File: src/rtl/rv_iopmp_pkg.sv
// Shared IOPMP types: entry/SRCMD/MDCFG table layouts, access encodings and error record.
package rv_iopmp_pkg;

  typedef enum logic [1:0] {
    MODE_OFF   = 2'd0,
    MODE_TOR   = 2'd1,
    MODE_NA4   = 2'd2,
    MODE_NAPOT = 2'd3
  } mode_t;

  typedef enum logic [2:0] {
    ACCESS_NONE  = 3'b000,
    ACCESS_READ  = 3'b001,
    ACCESS_WRITE = 3'b010,
    ACCESS_EXEC  = 3'b100
  } access_t;

  localparam logic [2:0] ETYPE_NONE  = 3'd0;
  localparam logic [2:0] ETYPE_ILL_R = 3'd1;
  localparam logic [2:0] ETYPE_ILL_W = 3'd2;
  localparam logic [2:0] ETYPE_ILL_X = 3'd3;
  localparam logic [2:0] ETYPE_NOHIT = 3'd5;

  typedef struct packed {
    logic [31:0] q;
  } reg32_t;

  typedef struct packed {
    mode_t a;
    logic  x;
    logic  w;
    logic  r;
  } entry_cfg_t;

  // Entry address {addrh, addr} is the byte address shifted right by two.
  typedef struct packed {
    reg32_t     addrh;
    reg32_t     addr;
    entry_cfg_t cfg;
  } iopmp_entry_t;

  typedef struct packed {
    logic [30:0] md;
    logic        l;
  } srcmd_en_t;

  typedef struct packed {
    logic [31:0] mdh;
  } srcmd_enh_t;

  typedef struct packed {
    srcmd_enh_t enh;
    srcmd_en_t  en;
  } srcmd_entry_t;

  typedef struct packed {
    logic [15:0] q;
  } mdcfg_entry_t;

  typedef struct packed {
    logic        error_detected;
    logic [1:0]  ttype;
    logic [2:0]  etype;
    logic [15:0] err_reqid;
    logic [31:0] err_reqaddr;
    logic [31:0] err_reqaddrh;
  } error_capture_t;

  // One-hot access to 1 (R), 2 (W), 3 (X); anything else maps to 0.
  function automatic logic [1:0] access_code(input logic [2:0] acc);
    unique case (acc)
      ACCESS_READ:  access_code = 2'd1;
      ACCESS_WRITE: access_code = 2'd2;
      ACCESS_EXEC:  access_code = 2'd3;
      default:      access_code = 2'd0;
    endcase
  endfunction

endpackage

File: src/rtl/rv_iopmp_entry_match.sv
// Combinational address matcher for a single IOPMP entry (OFF/TOR/NA4/NAPOT).
module rv_iopmp_entry_match
  import rv_iopmp_pkg::*;
(
  input  logic [63:0] addr,
  input  logic [63:0] entry_addr,
  input  logic [63:0] prev_addr,
  input  mode_t       mode,
  output logic        hit
);

  logic [63:0] napot_care;

  always_comb begin
    // A ^ (A+1) sets the trailing ones plus the next bit: exactly the ignored range.
    napot_care = ~(entry_addr ^ (entry_addr + 64'd1));
    hit        = 1'b0;
    unique case (mode)
      MODE_NA4:   hit = (addr == entry_addr);
      MODE_NAPOT: hit = ((addr ^ entry_addr) & napot_care) == 64'd0;
      MODE_TOR:   hit = (prev_addr <= addr) && (addr < entry_addr);
      default:    hit = 1'b0;
    endcase
  end

endmodule

File: config.mk
export PLATFORM = sky130hd
export DESIGN_NAME = rv_iopmp_entry_match
export DESIGN_NICKNAME = d
export VERILOG_FILES = /design/src/rtl/rv_iopmp_pkg.sv /design/src/rtl/rv_iopmp_entry_match.sv
export SDC_FILE = /design/constraint.sdc
export NUM_CORES = 1
export LEC_CHECK = 0
export ABC_AREA = 1
export CAP_MARGIN = 15
export CORE_MARGIN = 3
export CORE_UTILIZATION = 50
export DETAILED_ROUTE_END_ITERATION = 12
export PLACE_DENSITY = 0.86
export SLEW_MARGIN = 20
export SYNTH_ARGS = -nofsm -noshare
export SYNTH_HDL_FRONTEND = slang
export SYNTH_SLANG_ARGS = --single-unit
export TNS_END_PERCENT = 50
File: constraint.sdc
create_clock -name vclk -period 3.9
set_clock_uncertainty 0.15 [all_clocks]
set_input_delay 0.975 -clock vclk [all_inputs]
set_output_delay 0.975 -clock vclk [all_outputs]
set_load 0.02 [all_outputs]
==> reports/results.md, run 1 <==
* **result of the run** did not finish
* **Final GP Congestion** 1.08
* **number of buffers added on ports** 195
* **DPL Wire Length** 19.2 mm
* **post-synthesis area per instance** 5.35 µm²
* **Starting Density** 52.2%
* **post-synthesis sequential area ratio** 0%
* **I/O pins** 195
* **post-CTS setup buffer count** 16
* **total of warnings raised by yosys** 0
* **die width** 108 µm
* **Hold Buf Count CTS** 0
* **last flow stage reached** clock tree synthesis (4_1_cts)
* **Stop Error** [ERROR DPL-0033] detailed placement checks failed during check placement.
* **Vert. Die Dim** 108 µm
* **gate count after technology mapping** 971
* **total instance count after detailed placement** 1463
* **netlist area before placement** 0.00519 mm²
* **floorplan row count** 36
* **syn nets** 1294
* **count of instances resized after the clock tree is built** 473
* **count of different cell masters after synthesis** 26
[metrics by stage]
stage                     utilization [%]  TNS (ns)  area (µm²)  setup slack [ns]
after floorplan                         -         0        5190             0.493
after global placement               85.8    -0.876        8540            -0.876
after detailed placement             85.8    -0.874        8540            -0.874
[cells by family after synthesis]
group / count (synthesis) / share of synthesized area (%)
adders and majority gates: 129 / 31.1
AOI/OAI and AO/OA: 116 / 12.4
and+or+nand+nor: 521 / 41.7
buffers and inverters: 205 / 14.8
[cell usage after synthesis, drive strengths merged]
library cell	count	area share, %
a21o	1	0.14
a21oi	62	6.0
a31oi	1	0.12
ha	129	31
inv	205	15
nand2	305	22
nand3	28	2.7
nand3b	5	0.72
nand4	14	1.7
nor2	149	12
nor3	15	1.5
nor4	3	0.36
o211ai	2	0.29
o21a	5	0.72
o21ai	28	2.7
o21bai	16	2.3
o31ai	1	0.14
or2	2	0.24
==> run 2: changes to the inputs <==
--- a/config.mk
+++ b/config.mk
@@ -8,9 +8,9 @@
 export ABC_AREA = 1
 export CAP_MARGIN = 15
 export CORE_MARGIN = 3
-export CORE_UTILIZATION = 50
+export CORE_UTILIZATION = 35
 export DETAILED_ROUTE_END_ITERATION = 12
-export PLACE_DENSITY = 0.86
+export PLACE_DENSITY_LB_ADDON = 0.15
 export SLEW_MARGIN = 20
 export SYNTH_ARGS = -nofsm -noshare
 export SYNTH_HDL_FRONTEND = slang
==> run 2 against run 1 <==
  * The run now ends clean
  * Synthesized area unchanged
  * Synthesized cell count unchanged
==> reports/results.md, run 2 <==
* **result of the run** finished, final reports clean
* **Max IR drop VDD** 57.1 µV
* **floorplan die area** 0.0163 mm²
* **storage element area** 0 µm²
* **number of detailed-routing iterations run before antenna repair** 5
* **drt first-iter violations** 368
* **transition time at the pin with the least slew margin** 0.319 ns
* **ranking of synthesized cells by area** ha_1 (31%), nand2_1 (22%), inv_1 (15%)
* **count of different cell masters after synthesis** 26, unchanged
* **top cell type's share of synthesized area** 31.1%, unchanged
* **dominant cell type by area after synthesis** ha_1
* **area of combinational cells with multiple inputs** 0.00645 mm²
* **critical path's most frequent cell** nand3_2
* **Routed Antenna Nets** 0
* **worst-path maximum fanout** 2
* **number of buffers added on ports** 195, unchanged
* **sum of overflow across all layers after global routing** 0
* **Worst setup SP type** input pin
* **max-cap viol count** 0
* **final hold vios** 0
* **Overall Power** 1.04 mW
* **category of the worst setup path capture point** primary output
* **post-synthesis area per instance** 5.35 µm², unchanged
* **antenna violations before repair** 0
* **Via Count** 7557
* **number of sequential storage elements** 0
* **Data required, critical path** 2.77 ns
* **routed wire length** 23.1 mm
* **fin. max-slew vios** 0
* **DPL Wire Length** 18.4 mm, -4.0%
* **number of antenna repair diodes** 0
* **WHS Endpoint** hit
* **critical hold path startpoint** mode[1]
* **post-synthesis sequential area ratio** 0%, unchanged
* **Starting Density** 36.6%, -16 points
* **max incr delay on CP** 0.30 ns
* **GRT Resource Usage Total** 25.5%
* **I/O pins** 195, unchanged
* **power per standard cell area** 99.9 mW/mm²
* **count of clock-net buffers in the final layout** 0
* **pin count of the biggest net entering global routing** 7
* **Hold Buf Count CTS** 0, unchanged
* **Residual DRC** 0
* **average via count per standard cell** 4.96
* **Layout Nets** 1668
* **netlist area before placement** 0.00519 mm², unchanged
* **post-layout minimum cycle time** 3.84 ns
* **cell with the most instances after synthesis** nand2_1
* **static leakage** 5.38 nW
* **Period Utilization, post-route** 98.5%
* **total of warnings raised by yosys** 0, unchanged
* **commonest non-fill, non-tap cell in the layout** nand2_1
* **vias in the first global route** 7605
* **gate count after technology mapping** 971, unchanged
* **hold path cells** 4
* **top cells by instance count after synthesis** nand2_1 (300), inv_1 (204), nor2_1 (138)
* **master of the slowest instance on the critical path** ha_1
* **filler cell count** 1197
* **syn nets** 1294, unchanged
* **most frequent cells in the layout** nand2_1 (190), buf_4 (177), inv_1 (166), nand2_2 (96), ha_4 (70)
* **share of layout cells above drive strength 1** 47.0%
* **standard cell core area** 0.0142 mm²
* **die width** 128 µm, +18%
* **arrival time at the worst endpoint** 2.71 ns
* **Final GP Congestion** 1.01, -6.7%
* **wire length of the first global-routing pass** 34.7 mm
* **category of the most critical setup path** in2out
* **Vert. Die Dim** 128 µm, +18%
* **WHS** 2.61 ns
* **number of setup violations in the final report** 0
* **Hold Crit Class** in2out
* **floorplan row count** 43, +19%
* **slew margin rel.** 78.5%
* **Synth-to-Final Area Change** 101%
* **worst-path cell chain** clkdlybuf4s15_1 > inv_1 > ha_1 > nand4_1 > nor2_2 > nand3_2 > nor2_2 > nand2_1 > nand2_1 > nand2_2 > nand3_2 > nand3_2 > buf_6
* **post-DR wirelength/cell** 15.2 µm
* **highest attainable clock frequency** 0.260 GHz
run 2: cell counts after synthesis:
No cell type changed its count.
run 2: critical path: cells and delay by family:
kind                       cells  cell delay, ns
adders and majority gates      1            0.30
and+or+nand+nor                9            0.98
buffers and inverters          3            0.44
run 2: cell families after synthesis:
logic type | after synthesis | synth area share [%]
buffers and inverters | 205 | 14.8
adder cells (fa/ha/maj) | 129 | 31.1
AO/OA/AOI/OAI | 116 | 12.4
AND/OR/NAND/NOR | 521 | 41.7
run 2: stage by stage:
stage          setup slack [ns]  util [%]  area, µm²  TNS, ns  instances
2_1_floorplan             0.493         -       5190        0        971
3_3_place_gp              -1.03      60.6       8600    -1.03       1510
3_5_place_dp             -0.969      60.6       8600   -0.969       1510
4_1_cts                0.000351      67.2       9550        0       1517
5_1_grt                 -0.0631      73.5      10400  -0.0631       1523
6_report                 0.0603      73.5      10400        0       1523
run 2: final cells by class:
cell class	instances	area share, %
tap	180	2.16
timing repair buffer	372	28.7
multi-input combinational	766	61.8
inverter	205	7.37
run 2: where the power goes:
| part | switching [mW] | total [mW] | internal [mW] |
|---|---|---|---|
| Combinational | 0.520 | 1.04 | 0.523 |
| Sequential | 0 | 0 | 0 |
| Clock | 0 | 0 | 0 |
run 2: repair_timing:
item | CTS | global route
pin swaps | 167 | 152
endpoints found under the setup margin | 1 | 1
resized for setup | 497 | 369
setup buffers | 8 | 7
run 2: worst max-delay path by stage:
stage / cells after the start / slack, ns / start / endpoint
final: 13 / 0.06 / addr[42] / hit
after global routing: 13 / -0.06 / addr[42] / hit
after CTS: 15 / 0.0004 / prev_addr[24] / hit
after detailed placement: 15 / -0.97 / entry_addr[22] / hit
after global placement: 15 / -1.03 / entry_addr[24] / hit
after floorplan: 13 / 0.49 / entry_addr[0] / hit
run 2: per-layer routing:
| metal | track usage, % | up-vias | wire [µm] |
|---|---|---|---|
| li1 | - | 3814 | - |
| met1 | 32.0 | 3435 | 9480 |
| met2 | 46.2 | 257 | 11500 |
| met3 | 2.79 | 51 | 1400 |
| met4 | 6.30 | 0 | 742 |
| met5 | 0 | - | 0 |
Note: power is estimated with default switching activity, not from simulation.
==> run 3: changes to the inputs <==
--- a/config.mk
+++ b/config.mk
@@ -8,7 +8,7 @@
 export ABC_AREA = 1
 export CAP_MARGIN = 15
 export CORE_MARGIN = 3
-export CORE_UTILIZATION = 35
+export CORE_UTILIZATION = 27
 export DETAILED_ROUTE_END_ITERATION = 12
 export PLACE_DENSITY_LB_ADDON = 0.15
 export SLEW_MARGIN = 20
==> run 3 against run 2 <==
  * Final cell count rose by 4.7%
  * Combinational power fell by 5%
  * Critical path depth fell by 1
  * Highest routed layer is now met5
==> reports/results.md, run 3 (synthesized netlist as in run 2, its figures left out) <==
* **result of the run** finished, final reports clean
* **category of the worst setup path capture point** primary output
* **WHS Endpoint** hit
* **Max IR drop VDD** 51.4 µV, -10%
* **pin count of the biggest net entering global routing** 6, -1
* **slew margin rel.** 80.5%, +2.0 points
* **Via Count** 7457, -1.3%
* **Vert. Die Dim** 145 µm, +13%
* **post-DR wirelength/cell** 14.2 µm, -6.5%
* **clock network power share** 0%, unchanged
* **logic gate share of total power** 100.0%, about the same
* **Synth-to-Final Area Change** 98.4%
* **GRT Resource Usage Total** 20.5%, -5.0 points
* **final hold vios** 0, unchanged
* **Reg power frac** 0%, unchanged
* **max incr delay on CP** 0.29 ns, about the same
* **WHS** 2.65 ns, +0.0416 ns
* **most frequent cells in the layout** nand2_1 (187), buf_4 (181), inv_1 (179), dlygate4sd2_1 (95), nand2_2 (91)
* **Starting Density** 27.7%, -8.9 points
* **critical hold path startpoint** mode[1]
* **buffering stage count on the worst path with inverters included** 5, +2
* **sum of negative setup slack** 0 ns, unchanged
* **logic depth of the worst path, buffers included** 12, -1
* **max-cap viol count** 0, unchanged
* **Hold Buf Count CTS** 0, unchanged
* **net switching share of the total power** 49.6%, -0.22 points
* **storage element area** 0 µm², unchanged
* **floorplan row count** 50, +16%
* **worst-path cell chain** dlygate4sd2_1 > buf_4 > ha_1 > inv_1 > nor3_2 > nand4_1 > buf_4 > nor2_4 > a21oi_2 > nand3_2 > nand3_2 > buf_6
* **number of setup violations in the final report** 0, unchanged
* **minimum setup slack after placement** -0.992 ns, -0.0230 ns
* **commonest non-fill, non-tap cell in the layout** nand2_1
* **standard cell core area** 0.0188 mm², +32%
* **hold path cells** 4, unchanged
* **setup repair after global routing missed its margin** true
* **CP delay by family, top** buffers and inverters
* **number of buffers added on ports** 195, unchanged
* **static leakage** 5.39 nW, +0.20%
* **DPL Wire Length** 19.5 mm, +5.8%
* **wire length of the first global-routing pass** 35.1 mm, +1.3%
* **floorplan die area** 0.0209 mm², +28%
* **average via count per standard cell** 4.68, -5.8%
* **number of detailed-routing iterations run before antenna repair** 5, unchanged
* **number of antenna repair diodes** 0, unchanged
* **Final GP Congestion** 0.989, -1.9%
* **power per standard cell area** 96.2 mW/mm², -3.8%
* **routed wire length** 22.6 mm, -2.1%
* **master of the slowest instance on the critical path** ha_1
* **fin. max-slew vios** 0, unchanged
* **vias in the first global route** 7610, +0.066%
* **die width** 145 µm, +13%
* **post-layout minimum cycle time** 3.87 ns, +0.0302 ns
* **arrival time at the worst endpoint** 2.74 ns, +0.03 ns
* **Residual DRC** 0, unchanged
* **highest attainable clock frequency** 0.258 GHz, -0.78%
* **Routed Antenna Nets** 0, unchanged
* **Worst setup SP type** input pin
* **setup ws final** 0.0300 ns, -0.0302 ns
* **Layout Nets** 1686, +1.1%
* **share of layout cells above drive strength 1** 44.8%, -2.2 points
* **drt first-iter violations** 243, -34%
* **sum of overflow across all layers after global routing** 0, unchanged
* **switching power** 0.492 mW, -5.4%
* **I/O pins** 195, unchanged
* **antenna violations before repair** 1, +1
* **Data required, critical path** 2.77 ns, about the same
* **transition time at the pin with the least slew margin** 0.291 ns, -0.0277 ns
* **Period Utilization, post-route** 99.2%, +0.78 points
* **number of sequential storage elements** 0, unchanged
* **Hold Crit Class** in2out
* **worst-path maximum fanout** 2, unchanged
* **count of clock-net buffers in the final layout** 0, unchanged
* **Internal Pwr Total** 0.499 mW, -4.6%
* **category of the most critical setup path** in2out
run 3: metal layers:
metal | global-route usage, % | wire, µm | vias to the layer above
li1 | - | - | 3848
met1 | 26.1 | 10000 | 3413
met2 | 38.2 | 11200 | 172
met3 | 2.07 | 1120 | 22
met4 | 2.50 | 313 | 2
met5 | 0 | 7 | -
run 3: what timing repair did:
item | 4_1_cts | 5_1_grt
setup endpoints to repair | 1 | 1
resized for setup | 596 | 221
setup buffers | 17 | 3
pin swaps | 210 | 113
run 3: worst max path at each step:
stage | start | to
floorplan | entry_addr[0] | hit
global placement | entry_addr[22] | hit
detailed placement | entry_addr[20] | hit
CTS | entry_addr[28] | hit
global route | prev_addr[4] | hit
finish | addr[49] | hit
run 3: final cells by class:
| class | count | area (µm²) |
|---|---|---|
| multi-input combinational | 766 | 6150 |
| fill | 2001 | 8470 |
| inverter | 205 | 772 |
| tap | 234 | 293 |
| timing repair buffer | 390 | 3080 |
run 3: power by group through the flow:
stage	Clock (mW)	Sequential, mW	Combinational, mW
after detailed placement	0	0	0.844
after floorplan	0	0	0.352
after global placement	0	0	0.841
after global routing	0	0	1.10
final	0	0	0.991
after CTS	0	0	0.927
run 3: metrics by stage:
step,power (mW),instances,util (%),cell area (µm²)
floorplan,0.352,971,-,5190
global placement,0.841,1576,46.7,8760
detailed placement,0.844,1576,46.7,8760
CTS,0.927,1592,52.3,9810
global route,1.10,1595,54.9,10300
finish,0.991,1595,54.9,10300
